<file path="config.mk">
export PLATFORM = sky130hd
export DESIGN_NAME = triangle_setup_flat
export DESIGN_NICKNAME = d
export VERILOG_FILES = /design/src/rtl/triangle_setup_pkg.sv /design/src/rtl/triangle_setup_if.sv /design/src/rtl/tri_setup_math.sv /design/src/rtl/triangle_setup.sv /design/src/flat_wrapper.sv
export SDC_FILE = /design/constraint.sdc
export NUM_CORES = 1
export LEC_CHECK = 0
export ABC_CLOCK_PERIOD_IN_PS = 6200
export CORE_UTILIZATION = 55
export DETAILED_ROUTE_END_ITERATION = 8
export DONT_BUFFER_PORTS = 1
export PLACE_DENSITY = 0.82
export SLEW_MARGIN = 0
export SYNTH_ARGS = -nofsm -noshare
export SYNTH_HDL_FRONTEND = slang
export SYNTH_HIERARCHICAL = 1
export SYNTH_SLANG_ARGS = --single-unit
</file>
<file path="constraint.sdc">
create_clock -name clk -period 6.2 [get_ports clk]
set_input_delay 1.24 -clock clk [delete_from_list [all_inputs] [get_ports clk]]
set_output_delay 1.24 -clock clk [all_outputs]
set_load 0.005 [all_outputs]
</file>
<file path="src/rtl/triangle_setup_pkg.sv">
// Shared definitions for the triangle setup block.
// Holds the controller state encoding, the word/coordinate/area widths,
// the datapath stage-enable bit positions and small min/max helpers.
package triangle_setup_pkg;

    localparam int COORD_W       = 8;
    localparam int WORD_W        = 16;
    localparam int AREA_W        = 17;
    localparam int WORDS_PER_TRI = 4;

    // Vertex differences need one extra bit for the sign; products double that.
    localparam int DIFF_W = COORD_W + 1;
    localparam int PROD_W = 2 * DIFF_W;

    // Bit positions inside the datapath stage-enable vector.
    localparam int STG_DIFF = 0;
    localparam int STG_MUL  = 1;
    localparam int STG_FIN  = 2;
    localparam int STG_N    = 3;

    typedef enum logic [2:0] {
        COLLECT,
        S_DIFF,
        S_MUL,
        S_FIN,
        PRESENT
    } state_t;

    function automatic logic [COORD_W-1:0] min3(input logic [COORD_W-1:0] a,
                                                input logic [COORD_W-1:0] b,
                                                input logic [COORD_W-1:0] c);
        logic [COORD_W-1:0] m;
        m = (a < b) ? a : b;
        return (c < m) ? c : m;
    endfunction

    function automatic logic [COORD_W-1:0] max3(input logic [COORD_W-1:0] a,
                                                input logic [COORD_W-1:0] b,
                                                input logic [COORD_W-1:0] c);
        logic [COORD_W-1:0] m;
        m = (a > b) ? a : b;
        return (c > m) ? c : m;
    endfunction

endpackage

</file>
<file path="src/rtl/triangle_setup_if.sv">
// Bus between the triangle setup block and its neighbours.
// Front-end side : sipo_done, sipo_word (towards the block), sipo_restart (back).
// Rasterizer side: tri_valid plus the triangle fields (from the block), tri_ready (back).
// Status         : drop_count.
// Modport slave is the triangle setup block; modport master is its environment.
interface triangle_setup_if;
    import triangle_setup_pkg::*;

    logic                sipo_done;
    logic [WORD_W-1:0]   sipo_word;
    logic                sipo_restart;

    logic                tri_valid;
    logic                tri_ready;
    logic [COORD_W-1:0]  tri_x0, tri_y0, tri_x1, tri_y1, tri_x2, tri_y2;
    logic [WORD_W-1:0]   tri_color;
    logic [AREA_W-1:0]   tri_area2;
    logic [COORD_W-1:0]  tri_xmin, tri_xmax, tri_ymin, tri_ymax;
    logic                tri_flipped;
    logic [7:0]          drop_count;

    modport slave (
        input  sipo_done, sipo_word, tri_ready,
        output sipo_restart, tri_valid,
               tri_x0, tri_y0, tri_x1, tri_y1, tri_x2, tri_y2,
               tri_color, tri_area2, tri_xmin, tri_xmax, tri_ymin, tri_ymax,
               tri_flipped, drop_count
    );

    modport master (
        output sipo_done, sipo_word, tri_ready,
        input  sipo_restart, tri_valid,
               tri_x0, tri_y0, tri_x1, tri_y1, tri_x2, tri_y2,
               tri_color, tri_area2, tri_xmin, tri_xmax, tri_ymin, tri_ymax,
               tri_flipped, drop_count
    );

endinterface

</file>
<file path="src/rtl/tri_setup_math.sv">
// Registered setup datapath: vertex differences, cross products, then
// signed area, winding flag and bounding box.
// Ports:
//   clk, rst            clock, synchronous active-high reset
//   stage_en_i          one enable per stage (STG_DIFF, STG_MUL, STG_FIN)
//   x0_i..y2_i          unsigned vertex coordinates, as collected
//   area2_o             |2*area|, registered at the finalize stage
//   flip_o              signed area was negative (v1/v2 must be swapped)
//   zero_o              current p - q is zero; valid while in the finalize stage
//   xmin_o..ymax_o      bounding box, registered at the finalize stage
module tri_setup_math
    import triangle_setup_pkg::*;
(
    input  logic               clk,
    input  logic               rst,
    input  logic [STG_N-1:0]   stage_en_i,
    input  logic [COORD_W-1:0] x0_i,
    input  logic [COORD_W-1:0] y0_i,
    input  logic [COORD_W-1:0] x1_i,
    input  logic [COORD_W-1:0] y1_i,
    input  logic [COORD_W-1:0] x2_i,
    input  logic [COORD_W-1:0] y2_i,
    output logic [AREA_W-1:0]  area2_o,
    output logic               flip_o,
    output logic               zero_o,
    output logic [COORD_W-1:0] xmin_o,
    output logic [COORD_W-1:0] xmax_o,
    output logic [COORD_W-1:0] ymin_o,
    output logic [COORD_W-1:0] ymax_o
);

    logic signed [DIFF_W-1:0] dx1_q, dy1_q, dx2_q, dy2_q;
    logic signed [PROD_W-1:0] p_q, q_q;
    logic signed [PROD_W-1:0] dx1_w, dy1_w, dx2_w, dy2_w;
    logic signed [PROD_W-1:0] a_w;
    logic        [PROD_W-1:0] abs_a_w;

    // Explicit sign extension keeps the products at full width.
    assign dx1_w = $signed({{DIFF_W{dx1_q[DIFF_W-1]}}, dx1_q});
    assign dy1_w = $signed({{DIFF_W{dy1_q[DIFF_W-1]}}, dy1_q});
    assign dx2_w = $signed({{DIFF_W{dx2_q[DIFF_W-1]}}, dx2_q});
    assign dy2_w = $signed({{DIFF_W{dy2_q[DIFF_W-1]}}, dy2_q});

    // |p|,|q| <= 255*255, so p - q stays within 18-bit signed range.
    assign a_w     = p_q - q_q;
    assign abs_a_w = a_w[PROD_W-1] ? -a_w : a_w;
    assign zero_o  = (a_w == '0);

    always_ff @(posedge clk) begin
        if (rst) begin
            dx1_q   <= '0;
            dy1_q   <= '0;
            dx2_q   <= '0;
            dy2_q   <= '0;
            p_q     <= '0;
            q_q     <= '0;
            area2_o <= '0;
            flip_o  <= 1'b0;
            xmin_o  <= '0;
            xmax_o  <= '0;
            ymin_o  <= '0;
            ymax_o  <= '0;
        end else begin
            if (stage_en_i[STG_DIFF]) begin
                dx1_q <= $signed({1'b0, x1_i}) - $signed({1'b0, x0_i});
                dy1_q <= $signed({1'b0, y1_i}) - $signed({1'b0, y0_i});
                dx2_q <= $signed({1'b0, x2_i}) - $signed({1'b0, x0_i});
                dy2_q <= $signed({1'b0, y2_i}) - $signed({1'b0, y0_i});
            end
            if (stage_en_i[STG_MUL]) begin
                p_q <= dx1_w * dy2_w;
                q_q <= dx2_w * dy1_w;
            end
            if (stage_en_i[STG_FIN]) begin
                area2_o <= AREA_W'(abs_a_w);
                flip_o  <= a_w[PROD_W-1];
                xmin_o  <= min3(x0_i, x1_i, x2_i);
                xmax_o  <= max3(x0_i, x1_i, x2_i);
                ymin_o  <= min3(y0_i, y1_i, y2_i);
                ymax_o  <= max3(y0_i, y1_i, y2_i);
            end
        end
    end

endmodule

</file>
<file path="src/rtl/triangle_setup.sv">
// Triangle setup: collects four 16-bit words (v0, v1, v2, colour) from the
// serial-to-parallel front end, runs the three-stage setup datapath and
// presents the finished triangle to the rasterizer with valid/ready.
// Ports:
//   clk, rst   clock, synchronous active-high reset
//   bus        triangle_setup_if.slave: front-end word/restart handshake,
//              rasterizer valid/ready plus triangle fields, drop counter
// Parameter DROP_DEGENERATE: 1 discards zero-area triangles, 0 emits them.
//
// state   | meaning
// COLLECT | waiting for words; widx selects the slot for the next word
// S_DIFF  | register vertex differences
// S_MUL   | register cross products
// S_FIN   | register area/flip/bbox; drop or go present
// PRESENT | tri_valid high, outputs frozen until tri_ready
module triangle_setup
    import triangle_setup_pkg::*;
#(
    parameter bit DROP_DEGENERATE = 1'b1
) (
    input  logic            clk,
    input  logic            rst,
    triangle_setup_if.slave bus
);

    state_t            state_q, state_d;
    logic [1:0]        widx_q, widx_d;
    logic              restart_q, restart_d;
    logic [7:0]        drop_q, drop_d;
    logic              store_en;
    logic [STG_N-1:0]  stage_en;

    logic [WORD_W-1:0] v0_q, v1_q, v2_q, color_q;

    logic [AREA_W-1:0]  area2;
    logic               flip, area_zero;
    logic [COORD_W-1:0] xmin, xmax, ymin, ymax;

    always_comb begin
        state_d   = state_q;
        widx_d    = widx_q;
        restart_d = 1'b0;
        drop_d    = drop_q;
        store_en  = 1'b0;
        stage_en  = '0;
        case (state_q)
            COLLECT: begin
                if (bus.sipo_done) begin
                    store_en = 1'b1;
                    if (widx_q != 2'(WORDS_PER_TRI - 1)) begin
                        widx_d    = widx_q + 2'd1;
                        restart_d = 1'b1;
                    end else begin
                        widx_d  = '0;
                        state_d = S_DIFF;
                    end
                end
            end
            S_DIFF: begin
                stage_en[STG_DIFF] = 1'b1;
                state_d            = S_MUL;
            end
            S_MUL: begin
                stage_en[STG_MUL] = 1'b1;
                state_d           = S_FIN;
            end
            S_FIN: begin
                stage_en[STG_FIN] = 1'b1;
                if (area_zero && DROP_DEGENERATE) begin
                    if (drop_q != 8'hFF) begin
                        drop_d = drop_q + 8'd1;
                    end
                    restart_d = 1'b1;
                    state_d   = COLLECT;
                end else begin
                    state_d = PRESENT;
                end
            end
            PRESENT: begin
                if (bus.tri_ready) begin
                    restart_d = 1'b1;
                    state_d   = COLLECT;
                end
            end
            default: state_d = COLLECT;
        endcase
    end

    always_ff @(posedge clk) begin
        if (rst) begin
            state_q   <= COLLECT;
            widx_q    <= '0;
            restart_q <= 1'b0;
            drop_q    <= '0;
        end else begin
            state_q   <= state_d;
            widx_q    <= widx_d;
            restart_q <= restart_d;
            drop_q    <= drop_d;
        end
    end

    always_ff @(posedge clk) begin
        if (rst) begin
            v0_q    <= '0;
            v1_q    <= '0;
            v2_q    <= '0;
            color_q <= '0;
        end else if (store_en) begin
            case (widx_q)
                2'd0:    v0_q    <= bus.sipo_word;
                2'd1:    v1_q    <= bus.sipo_word;
                2'd2:    v2_q    <= bus.sipo_word;
                default: color_q <= bus.sipo_word;
            endcase
        end
    end

    tri_setup_math u_math (
        .clk        (clk),
        .rst        (rst),
        .stage_en_i (stage_en),
        .x0_i       (v0_q[WORD_W-1:COORD_W]),
        .y0_i       (v0_q[COORD_W-1:0]),
        .x1_i       (v1_q[WORD_W-1:COORD_W]),
        .y1_i       (v1_q[COORD_W-1:0]),
        .x2_i       (v2_q[WORD_W-1:COORD_W]),
        .y2_i       (v2_q[COORD_W-1:0]),
        .area2_o    (area2),
        .flip_o     (flip),
        .zero_o     (area_zero),
        .xmin_o     (xmin),
        .xmax_o     (xmax),
        .ymin_o     (ymin),
        .ymax_o     (ymax)
    );

    // Winding correction is applied on the way out; the slots keep arrival order.
    assign bus.tri_x0      = v0_q[WORD_W-1:COORD_W];
    assign bus.tri_y0      = v0_q[COORD_W-1:0];
    assign bus.tri_x1      = flip ? v2_q[WORD_W-1:COORD_W] : v1_q[WORD_W-1:COORD_W];
    assign bus.tri_y1      = flip ? v2_q[COORD_W-1:0]      : v1_q[COORD_W-1:0];
    assign bus.tri_x2      = flip ? v1_q[WORD_W-1:COORD_W] : v2_q[WORD_W-1:COORD_W];
    assign bus.tri_y2      = flip ? v1_q[COORD_W-1:0]      : v2_q[COORD_W-1:0];
    assign bus.tri_color   = color_q;
    assign bus.tri_area2   = area2;
    assign bus.tri_flipped = flip;
    assign bus.tri_xmin    = xmin;
    assign bus.tri_xmax    = xmax;
    assign bus.tri_ymin    = ymin;
    assign bus.tri_ymax    = ymax;

    assign bus.tri_valid    = (state_q == PRESENT);
    assign bus.sipo_restart = restart_q;
    assign bus.drop_count   = drop_q;

endmodule
</file>
<file path="src/flat_wrapper.sv">
// flat-port wrapper written by rule: the top's interface ports become plain ports
module triangle_setup_flat import triangle_setup_pkg::*;
#(
    parameter bit DROP_DEGENERATE = 1'b1
)
  (clk, rst, bus_sipo_done, bus_sipo_word, bus_tri_ready, bus_sipo_restart, bus_tri_valid, bus_tri_x0, bus_tri_y0, bus_tri_x1, bus_tri_y1, bus_tri_x2, bus_tri_y2, bus_tri_color, bus_tri_area2, bus_tri_xmin, bus_tri_xmax, bus_tri_ymin, bus_tri_ymax, bus_tri_flipped, bus_drop_count);
  triangle_setup_if bus_i ();
  input  logic clk;
  input  logic rst;
  input wire logic [$bits(bus_i.sipo_done)-1:0] bus_sipo_done;
  input wire logic [$bits(bus_i.sipo_word)-1:0] bus_sipo_word;
  input wire logic [$bits(bus_i.tri_ready)-1:0] bus_tri_ready;
  output wire logic [$bits(bus_i.sipo_restart)-1:0] bus_sipo_restart;
  output wire logic [$bits(bus_i.tri_valid)-1:0] bus_tri_valid;
  output wire logic [$bits(bus_i.tri_x0)-1:0] bus_tri_x0;
  output wire logic [$bits(bus_i.tri_y0)-1:0] bus_tri_y0;
  output wire logic [$bits(bus_i.tri_x1)-1:0] bus_tri_x1;
  output wire logic [$bits(bus_i.tri_y1)-1:0] bus_tri_y1;
  output wire logic [$bits(bus_i.tri_x2)-1:0] bus_tri_x2;
  output wire logic [$bits(bus_i.tri_y2)-1:0] bus_tri_y2;
  output wire logic [$bits(bus_i.tri_color)-1:0] bus_tri_color;
  output wire logic [$bits(bus_i.tri_area2)-1:0] bus_tri_area2;
  output wire logic [$bits(bus_i.tri_xmin)-1:0] bus_tri_xmin;
  output wire logic [$bits(bus_i.tri_xmax)-1:0] bus_tri_xmax;
  output wire logic [$bits(bus_i.tri_ymin)-1:0] bus_tri_ymin;
  output wire logic [$bits(bus_i.tri_ymax)-1:0] bus_tri_ymax;
  output wire logic [$bits(bus_i.tri_flipped)-1:0] bus_tri_flipped;
  output wire logic [$bits(bus_i.drop_count)-1:0] bus_drop_count;
  assign bus_i.sipo_done = bus_sipo_done;
  assign bus_i.sipo_word = bus_sipo_word;
  assign bus_i.tri_ready = bus_tri_ready;
  assign bus_sipo_restart = bus_i.sipo_restart;
  assign bus_tri_valid = bus_i.tri_valid;
  assign bus_tri_x0 = bus_i.tri_x0;
  assign bus_tri_y0 = bus_i.tri_y0;
  assign bus_tri_x1 = bus_i.tri_x1;
  assign bus_tri_y1 = bus_i.tri_y1;
  assign bus_tri_x2 = bus_i.tri_x2;
  assign bus_tri_y2 = bus_i.tri_y2;
  assign bus_tri_color = bus_i.tri_color;
  assign bus_tri_area2 = bus_i.tri_area2;
  assign bus_tri_xmin = bus_i.tri_xmin;
  assign bus_tri_xmax = bus_i.tri_xmax;
  assign bus_tri_ymin = bus_i.tri_ymin;
  assign bus_tri_ymax = bus_i.tri_ymax;
  assign bus_tri_flipped = bus_i.tri_flipped;
  assign bus_drop_count = bus_i.drop_count;
  triangle_setup #(.DROP_DEGENERATE(DROP_DEGENERATE)) u_core (.clk(clk), .rst(rst), .bus(bus_i));
endmodule
</file>
Yosys cells after proc, flatten, opt, wreduce, memory -nomap -nowiden
Index checks and enable logic that the tools add are counted.

word-level totals
  bits in latches = 0
  output and inout bits = 124
  logic and storage cells = 90
  ROM bits = 0
  bits of input ports = 20
  RAM bits = 0
  flip-flop bits (word level) = 200
  memories kept = 0

cells by class
  reductions and logical operators = 11
  add/sub/neg operators = 8
  shifts and indexed selects = 0
  multipliers = 2
  bitwise operators = 1
  magnitude comparators = 8
  eq/ne operators = 11
  divide/modulo/power cells = 0
  muxes and demuxes = 29

operators with widths
  kind                                                                   number
  8-bit 2-to-1 mux                                                       12
  9-bit by 9-bit multiplier with 18-bit output                           2
  8-bit by 8-bit subtractor with 9-bit output                            4
  8-bit > comparator                                                     4
  8-bit < comparator                                                     4
  18-bit logical NOT                                                     1
  18-bit subtractor                                                      1
  17-bit 2-to-1 mux                                                      1
  17-bit negator                                                         1
  3-bit one-hot mux with 5 select lines                                  1
  3-bit 2-to-1 mux                                                       4
  2-bit AND reduction                                                    5
  1-bit 2-to-1 mux                                                       9
  8-bit by 1-bit adder with 8-bit output, second input constant          1
  2-bit != test, second input constant                                   4
  8-bit != test, second input constant                                   1
  3-bit by 2-bit equality test with 1-bit output, second input constant  2
  3-bit AND reduction                                                    2
  3-bit by 1-bit equality test with 1-bit output, second input constant  1
  3-bit equality test, second input constant                             1
  3-bit logical NOT                                                      1
  1-bit one-hot mux with 3 select lines                                  1
  3-bit OR reduction                                                     1
  2-bit by 1-bit adder with 2-bit output, second input constant          1
  5 further kinds                                                        5

Logic depth before layout (Yosys ltp)
Gate-level depths: netlist (run 1).

  depth after elaboration = 4
  mapped depth = 21
  mapped depth without buffers = 20

Modules after synthesis
Netlist (run 1), hierarchy kept.

modules (own cells, without submodules)
  module          times used  area each (µm²)  cells an instance  sequential area each (µm²)
  tri_setup_math  1           14183.6          1605               2442.3
  triangle_setup  1           3643.5           420                1561.5

Worst setup path after synthesis (run 1)
OpenSTA, ideal clock, no wires.

  path type = reg2reg
  start = register u_core.u_math.dy2_q[2]
  end = register u_core.u_math.p_q[17]
  path buffers = 1
  data arrival time = 4903 ps
  data required time = 6080 ps
  clock period less this slack = 5022 ps
  slack = 1178 ps
  cell stages (with the launch flop) = 22
  setup time = 120 ps
  cells stage by stage = dfxtp_1 clkbuf_1 nand2_1 fa_1 inv_1 fa_1 ha_1 inv_1 fa_1 inv_1 ha_1 ha_1 fa_1 a21o_1 a21o_1 a21oi_1 o21ai_0 a211oi_1 o21bai_1 a21oi_1 nor3b_1 a211o_1

between the ends
  cells in the longest elaborated chain, start to end = 1

ends and longest elaborated chain
  what                                          RTL line              source
  start, declared                               tri_setup_math.sv:32  logic signed [DIFF_W-1:0] dx1_q, dy1_q, dx2_q, dy2_q;
  start signal, assigned                        tri_setup_math.sv:68  dy2_q <= $signed({1'b0, y2_i}) - $signed({1'b0, y0_i});
  9-bit by 9-bit multiplier with 18-bit output  tri_setup_math.sv:71  p_q <= dx1_w * dy2_w;
  end signal, assigned                          tri_setup_math.sv:71
  end, declared                                 tri_setup_math.sv:33  logic signed [PROD_W-1:0] p_q, q_q;

No other way between the ends.
A chain may end at the register's enable or synchronous reset.

Final worst setup path (run 1)
  start = register u_core.u_math.dx2_q[5]
  end = register u_core.u_math.q_q[17]

between the ends
  cells in the longest elaborated chain, start to end = 1

ends and longest elaborated chain
  what                                          RTL line              source
  start, declared                               tri_setup_math.sv:32
  start signal, assigned                        tri_setup_math.sv:67  dx2_q <= $signed({1'b0, x2_i}) - $signed({1'b0, x0_i});
  9-bit by 9-bit multiplier with 18-bit output  tri_setup_math.sv:72  q_q <= dx2_w * dy1_w;
  end signal, assigned                          tri_setup_math.sv:72
  end, declared                                 tri_setup_math.sv:33

No other way between the ends.

==> key figures, run 1 <==
Synth
  – Count of cell types in the netlist: slightly above 70
  – Synth Cell Area: about 0.018 mm^2
  – Warnings, synthesis: 6
  – Flops & latches, synth: 200
  – Syn Area/Cell: a little under 9 um^2
  – Syn nets: approximately 2400
  – Async SR Flop Fraction: 0%
  – Ys flop type: dfxtp_1
  – Syn Inst Count: roughly 2000
  – EDFF count, synth: 0
  – Register area share after synthesis: ~22%

Setup path
  – Setup slack, reg-to-reg: 0.83 ns
  – Critical path startpoint category: register
  – Crit path DAT: about 5.7 ns
  – CP max stage cell: fa_1
  – Critical Path, Cell by Cell: nand2_1 > fa_1 > inv_1 > fa_1 > ha_1 > inv_1 > fa_1 > inv_1 > ha_1 > ha_1 > fa_1 > a21o_1 > a21o_1 > a21o_1 > a21o_1 > a21o_1 > a41oi_1 > a21oi_1 > xnor2_1 > a211oi_1
  – Reg-to-Reg End: u_core/u_math/q_q[17]$_SDFFE_PP0P_
  – Worst endpoint required time: roughly 6.6 ns
  – R2R cell count: 20
  – Most used cell, CP: a21o_1
  – Buf/Inv on CP: 3
  – Crit path kind: reg2reg
  – Reg2reg start: u_core/u_math/dx2_q[5]$_SDFFE_PP0P_
  – Crit-path leading delay family: adder cells
  – Critical Path Max Stage Delay: 0.55 ns
  – Crit Path Max Fanout: 10
  – CP Capture Type: register
  – Cell depth of the worst setup path: 20

Clock network
  – Postcts setup bufs: 0
  – PostCTS Resize Cnt: 0
  – Worst-Skew Late Latency: roughly 0.45 ns
  – Clock Tree Root: clkbuf_16
  – CTS tree: built
  – CTS Buf Count: 17
  – TritonCTS Sinks: 200
  – H-tree Lvls: 4
  – Hold buffer count at cts: 0
  – Clock Pin Slew Worst Setup and Hold Paths: 0.08 ns
  – Clk buf depth: 2

Timing
  – Fin. Hold Viols: 0
  – Fmax: between 0.15 and 0.2 GHz
  – Period utilization: 86.7%
  – Count of final setup violators: 0
  – TNS Setup: 0 ns
  – Slew headroom: 24.6%
  – RSZ-0062 raised after global routing: false
  – Max-slew violations: 0
  – Min Tclk post-route: roughly 5.4 ns
  – Measured slew at the worst slew-check pin: 1.13 ns
  – Clk_skew: approximately 0.014 ns

Hold path
  – Hold_sp: u_core/u_math/q_q[0]$_SDFFE_PP0P_
  – Cells on Worst Hold Path: 2
  – Hold Path Sink: u_core/u_math/q_q[0]$_SDFFE_PP0P_
  – Worst hold path type: reg2reg

Drt
  – # DRC: 0
  – Drt wl/cell: around 18 um
  – Post-route antenna net violation count: 0
  – Initial DRC count: approximately 1100
  – DRT Pass-1 Iters: 5
  – DRT Wirelength: about 43 mm
  – Vias: 14100
  – Via/cell ratio: ~6.0

Final layout
  – Commonest non-fill, non-tap cell in the layout: inv_1
  – Post-layout nets: ~2300
  – N_diodes: 0
  – Area Overhead vs Synth: 3.74%
  – Most frequent cells in the layout: inv_1, dfxtp_1, ha_1
  – Filler cell count: between 2000 and 3000
  – Post-route cell area: 0.0185 mm^2
  – Layout cells sized above 1: 6.21%
  – Fin cells: roughly 2300
  – Core Util, Final: 58.3%

Die
  – Starting Density: around 56%
  – Die height: approximately 180 um
  – Die Wd: 182 um
  – Core area: 0.0317 mm^2
  – FP Rows: 65
  – Die area: between 0.03 and 0.04 mm^2
  – I/O pin count: about 140

Place
  – Placer Congestion: approximately 0.92
  – Placed cells: around 2300
  – DPL Wire Length: about 33 mm
  – Port Buf Inserts: 0
  – Post-Place Cell Area: approximately 0.018 mm^2

Power
  – Worst vdd ir: roughly 0.21 mV
  – Internal: 0.00219 W
  – Sw Share: 32.6%
  – Leakage power: a little over 8 nW
  – Comb power frac: 22.4%
  – Sequential power share: a little over two fifths
  – Clock share of power: a little over a third
  – PwrDens: between 150 and 200 mW/mm^2
  – P_sw: 0.00106 W

Status
  – Status: completed

Job
  – Max Cap Viol: 0

Global route
  – Number of global-route vias before repair: approximately 14000
  – GRT Util Overall: between 20% and 30%
  – Largest net degree at the start of global routing: 205
  – Gr ovfl total: 0
  – First-pass GRT wire length: 70.8 mm
  – Antenna violations before repair: 0
-- metrics by stage --
stage	worst slack (ns)	hold WS, ns	total power (W)
global route	0.600	0.515	0.00338
global placement	1.00	0.463	0.00208
finish	0.825	0.487	0.00325
floorplan	1.18	0.446	0.00196
CTS	0.843	0.480	0.00325
detailed placement	0.920	0.468	0.00210
-- state kept, by name, indices dropped and copies added, names as in the netlist, 9 cells and up --
name and flops:
u_core/bus.tri_color 16, u_core/u_math/p_q 18, u_core/v0_q 16, u_core/u_math/dy1_q 9, u_core/u_math/dy2_q 9, u_core/u_math/q_q 18, u_core/u_math/dx1_q 9, u_core/v2_q 16
u_core/u_math/dx2_q 9, u_core/v1_q 16, u_core/u_math/area2_o 17
-- logic make-up (layout without fill, tap and decap cells) --
kind of cell | count (synthesis) | count (layout) | share of synthesized area, %
compound gates | 405 | 405 | 14.5
xor+xnor | 81 | 81 | 3.98
fa+ha+maj | 307 | 307 | 27.7
buf+inv | 328 | 250 | 7.33
flops | 200 | 200 | 22.5
mux | 139 | 139 | 8.13
simple gates | 565 | 565 | 15.9
-- layout make-up --
class / instances / area [um^2] / area share (%)
Clock buffer: 18 / 429 / 2.32
Clock inverter: 14 / 176 / 0.954
Inverter: 210 / 788 / 4.26
Multi-Input combinational cell: 1497 / 12500 / 67.8
Sequential cell: 200 / 4010 / 21.7
Tap cell: 402 / 503 / 2.72
Timing Repair Buffer: 8 / 60.1 / 0.325
-- worst max path at each step --
stage | start | to
4_1_cts | u_core/u_math/dx2_q[5]$_SDFFE_PP0P_ | u_core/u_math/q_q[17]$_SDFFE_PP0P_
2_1_floorplan | u_core/u_math/dy2_q[2]$_SDFFE_PP0P_ | u_core/u_math/p_q[17]$_SDFFE_PP0P_
5_1_grt | u_core/u_math/dy2_q[2]$_SDFFE_PP0P_ | u_core/u_math/p_q[17]$_SDFFE_PP0P_
3_5_place_dp | u_core/u_math/dy2_q[8]$_SDFFE_PP0P_ | u_core/u_math/p_q[17]$_SDFFE_PP0P_
3_3_place_gp | u_core/u_math/dy2_q[2]$_SDFFE_PP0P_ | u_core/u_math/p_q[17]$_SDFFE_PP0P_
6_report | u_core/u_math/dx2_q[5]$_SDFFE_PP0P_ | u_core/u_math/q_q[17]$_SDFFE_PP0P_
-- per-layer routing --
layer / share of wire [%] / up-vias / global-route usage [%] / routed length, um
met5: 0 / - / 0 / 0
met4: 3.2 / 0 / 10.8 / 1400
met3: 7.2 / 106 / 5.74 / 3120
met2: 48 / 523 / 45.0 / 20800
met1: 41 / 6806 / 32.4 / 17900
li1: - / 6700 / - / -
-- worst reg2reg max path, delay by kind of cell, from the launching register on --
| kind | cells | cell delay (ns) |
|---|---|---|
| buf+inv | 3 | 0.14 |
| compound gates | 8 | 1.61 |
| fa+ha+maj | 7 | 2.72 |
| simple gates | 1 | 0.14 |
| flops | 1 | 0.53 |
| xor+xnor | 1 | 0.15 |
-- power by group through the flow --
stage	Combinational (W)	Sequential, W	Clock, W
after floorplan	0.000599	0.00136	0
after global placement	0.000696	0.00138	0
after detailed placement	0.000713	0.00139	0
after CTS	0.000716	0.00135	0.00118
after global routing	0.000790	0.00136	0.00123
final	0.000726	0.00136	0.00116
-- synthesized netlist by cell type (all sizes together) (15+ instances only) --
cell | count | area share (%)
inv | 210 | 4.4
dfxtp | 200 | 22
ha | 162 | 11
fa | 145 | 16
nand2 | 130 | 2.7
nor2 | 129 | 2.7
a21oi | 124 | 3.5
clkbuf | 93 | 2.0
mux2i | 93 | 5.2
nand3 | 93 | 2.6
o21ai | 93 | 2.7
and2 | 69 | 2.4
xnor2 | 54 | 2.7
a21o | 48 | 2.0
mux2 | 46 | 2.9
nor2b | 34 | 1.2
nand2b | 33 | 1.2
a211oi | 31 | 1.4
xor2 | 27 | 1.3
buf | 25 | 0.95
a31oi | 17 | 0.63
o22ai | 15 | 0.56
Note: power is estimated with default switching activity, not from simulation.
==> run 2: changes to the inputs <==
--- a/config.mk
+++ b/config.mk
@@ -6,6 +6,7 @@
 export NUM_CORES = 1
 export LEC_CHECK = 0
 export ABC_CLOCK_PERIOD_IN_PS = 6200
+export CORE_ASPECT_RATIO = 1.25
 export CORE_UTILIZATION = 55
 export DETAILED_ROUTE_END_ITERATION = 8
 export DONT_BUFFER_PORTS = 1
==> key figures, run 2 (synthesis gave the netlist of run 1 again) <==
Timing
  – Worst setup margin: 0.790 ns
  – Measured slew at the worst slew-check pin: approximately 1 ns
  – Clk_skew: approximately 0.011 ns
  – Count of final setup violators: 0
  – Hold slack: 0.482 ns
  – RSZ-0062 raised after global routing: false
  – Period utilization: between 80% and 90%
  – Slew headroom: between 30 and 40%
  – Min Tclk post-route: 5.41 ns
  – Max-slew violations: 0
  – Fmax: roughly 0.18 GHz
  – TNS Setup: 0 ns
  – Fin. Hold Viols: 0

Drt
  – Via/cell ratio: about 6
  – DRT Wirelength: about 44 mm
  – DRT Pass-1 Iters: 7
  – Drt wl/cell: between 15 and 20 um
  – # DRC: 0
  – Post-route antenna net violation count: 0
  – Vias: between 10000 and 15000
  – Initial DRC count: roughly 820

Power
  – Worst vdd ir: between 0.15 and 0.2 mV
  – Leakage power: approximately 8.2 nW
  – Sw Share: 32.1%
  – Pwr Total: 0.00323 W
  – Clock share of power: a little over a third
  – Sequential power share: 41.9%
  – Internal: between 0.002 and 0.0025 W
  – PwrDens: about 170 mW/mm^2
  – P_sw: 0.00104 W
  – Comb power frac: around 22%

Global route
  – Gr ovfl total: 0
  – Antenna violations before repair: 0
  – First-pass GRT wire length: roughly 71 mm
  – Largest net degree at the start of global routing: approximately 210
  – Number of global-route vias before repair: between 10000 and 15000
  – GRT Util Overall: 26.7%

Die
  – Die Wd: approximately 160 um
  – Core area: 0.0319 mm^2
  – Starting Density: between 50 and 60%
  – I/O pin count: approximately 140
  – Die area: ~0.033 mm^2
  – FP Rows: 73
  – Die height: 203 um

Clock network
  – Hold buffer count at cts: 0
  – Postcts setup bufs: 0
  – CTS Buf Count: 17
  – Worst-Skew Late Latency: between 0.4 and 0.5 ns
  – CTS tree: built
  – Clock Pin Slew Worst Setup and Hold Paths: approximately 0.080 ns
  – PostCTS Resize Cnt: 0
  – TritonCTS Sinks: 200
  – Clk buf depth: 2
  – Clock Tree Root: clkbuf_16
  – H-tree Lvls: 4

Place
  – Placer Congestion: approximately 0.99
  – DPL Wire Length: 33.1 mm
  – Port Buf Inserts: 0
  – Post-Place Cell Area: 0.0179 mm^2
  – Place WS: 0.837 ns

Final layout
  – Area Overhead vs Synth: 3.75%
  – Filler cell count: 2735
  – N_diodes: 0
  – Commonest non-fill, non-tap cell in the layout: inv_1
  – Biggest regs: u_core/u_math/p_q: 18 flops, u_core/u_math/q_q: 18 flops, u_core/u_math/area2_o: 17 flops
  – Most frequent cells in the layout: inv_1, dfxtp_1, ha_1
  – Post-layout nets: 2261
  – Post-route cell area: around 0.018 mm^2
  – Layout cells sized above 1: under 10%

Job
  – Max Cap Viol: 0

Hold path
  – Worst hold path type: reg2reg
  – Cells on Worst Hold Path: 2
  – Hold_sp: u_core/u_math/p_q[0]$_SDFFE_PP0P_
  – Hold Path Sink: u_core/u_math/p_q[0]$_SDFFE_PP0P_

Setup path
  – Most used cell, CP: fa_1
  – Crit-path leading delay family: adder cells
  – Critical path startpoint category: register
  – Crit path kind: reg2reg
  – Crit path DAT: around 5.7 ns
  – Worst endpoint required time: ~6.5 ns
  – Critical Path Max Stage Delay: 0.57 ns
  – Crit Path Max Fanout: 11
  – Reg-to-Reg End: u_core/u_math/p_q[17]$_SDFFE_PP0P_
  – CP Capture Type: register
  – Buf/Inv on CP: 1
  – Setup slack, reg-to-reg: between 0.7 and 0.8 ns
  – Reg2reg start: u_core/u_math/dy2_q[8]$_SDFFE_PP0P_
  – Critical Path, Cell by Cell: nand2b_1 > fa_1 > fa_1 > inv_1 > fa_1 > fa_1 > fa_1 > ha_1 > a21o_1 > a21oi_1 > o21ai_0 > a211oi_1 > o21bai_1 > a21oi_1 > nor3b_1 > a211o_1
  – R2R cell count: 16
  – CP max stage cell: fa_1

Status
  – Status: completed
==> run 2: layer usage <==
metal / routed length [um] / part of all wire (%) / global-route usage (%)
met1: 17200 / 40 / 30.1
met2: 21700 / 50 / 47.4
met3: 2750 / 6.3 / 5.43
met4: 1870 / 4.3 / 13.0
met5: 0 / 0 / 0
==> run 2: worst max-delay path by stage <==
stage	from	to	slack [ns]	cells after the start
after floorplan	u_core/u_math/dy2_q[2]$_SDFFE_PP0P_	u_core/u_math/p_q[17]$_SDFFE_PP0P_	1.18	21
after global placement	u_core/u_math/dy2_q[2]$_SDFFE_PP0P_	u_core/u_math/p_q[17]$_SDFFE_PP0P_	0.99	20
after detailed placement	u_core/u_math/dy2_q[2]$_SDFFE_PP0P_	u_core/u_math/p_q[17]$_SDFFE_PP0P_	0.84	20
after CTS	u_core/u_math/dy2_q[8]$_SDFFE_PP0P_	u_core/u_math/p_q[17]$_SDFFE_PP0P_	0.81	16
after global routing	u_core/u_math/dy2_q[8]$_SDFFE_PP0P_	u_core/u_math/p_q[17]$_SDFFE_PP0P_	0.53	16
final	u_core/u_math/dy2_q[8]$_SDFFE_PP0P_	u_core/u_math/p_q[17]$_SDFFE_PP0P_	0.79	16
==> run 2: per-stage QoR <==
stage,utilization (%),instances
after floorplan,-,2025
after global placement,56.2,2327
after detailed placement,56.2,2327
after CTS,58.0,2359
after global routing,58.0,2359
final,58.0,2359
==> run 2: worst min-delay path, delay by kind of cell (launching register included) <==
kind | cells | cell delay, ns
flip-flops | 1 | 0.31
AND/OR/NAND/NOR | 1 | 0.07
AO/OA/AOI/OAI | 1 | 0.05
==> run 2: power by group through the flow <==
stage | registers (W) | logic [W] | clock network, W
after floorplan | 0.00136 | 0.000599 | 0
after global placement | 0.00138 | 0.000696 | 0
after detailed placement | 0.00138 | 0.000711 | 0
after CTS | 0.00135 | 0.000715 | 0.00117
after global routing | 0.00136 | 0.000791 | 0.00122
final | 0.00135 | 0.000724 | 0.00115
==> run 2: cell type report <==
| type | count | area [um^2] | share of cell area, % |
|---|---|---|---|
| Clock inverter | 14 | 158 | 0.852 |
| Sequential cell | 200 | 4000 | 21.6 |
| Inverter | 210 | 788 | 4.26 |
| Timing Repair Buffer | 8 | 60.1 | 0.325 |
| Multi-Input combinational cell | 1497 | 12500 | 67.8 |
| Tap cell | 412 | 515 | 2.79 |
| Clock buffer | 18 | 439 | 2.37 |
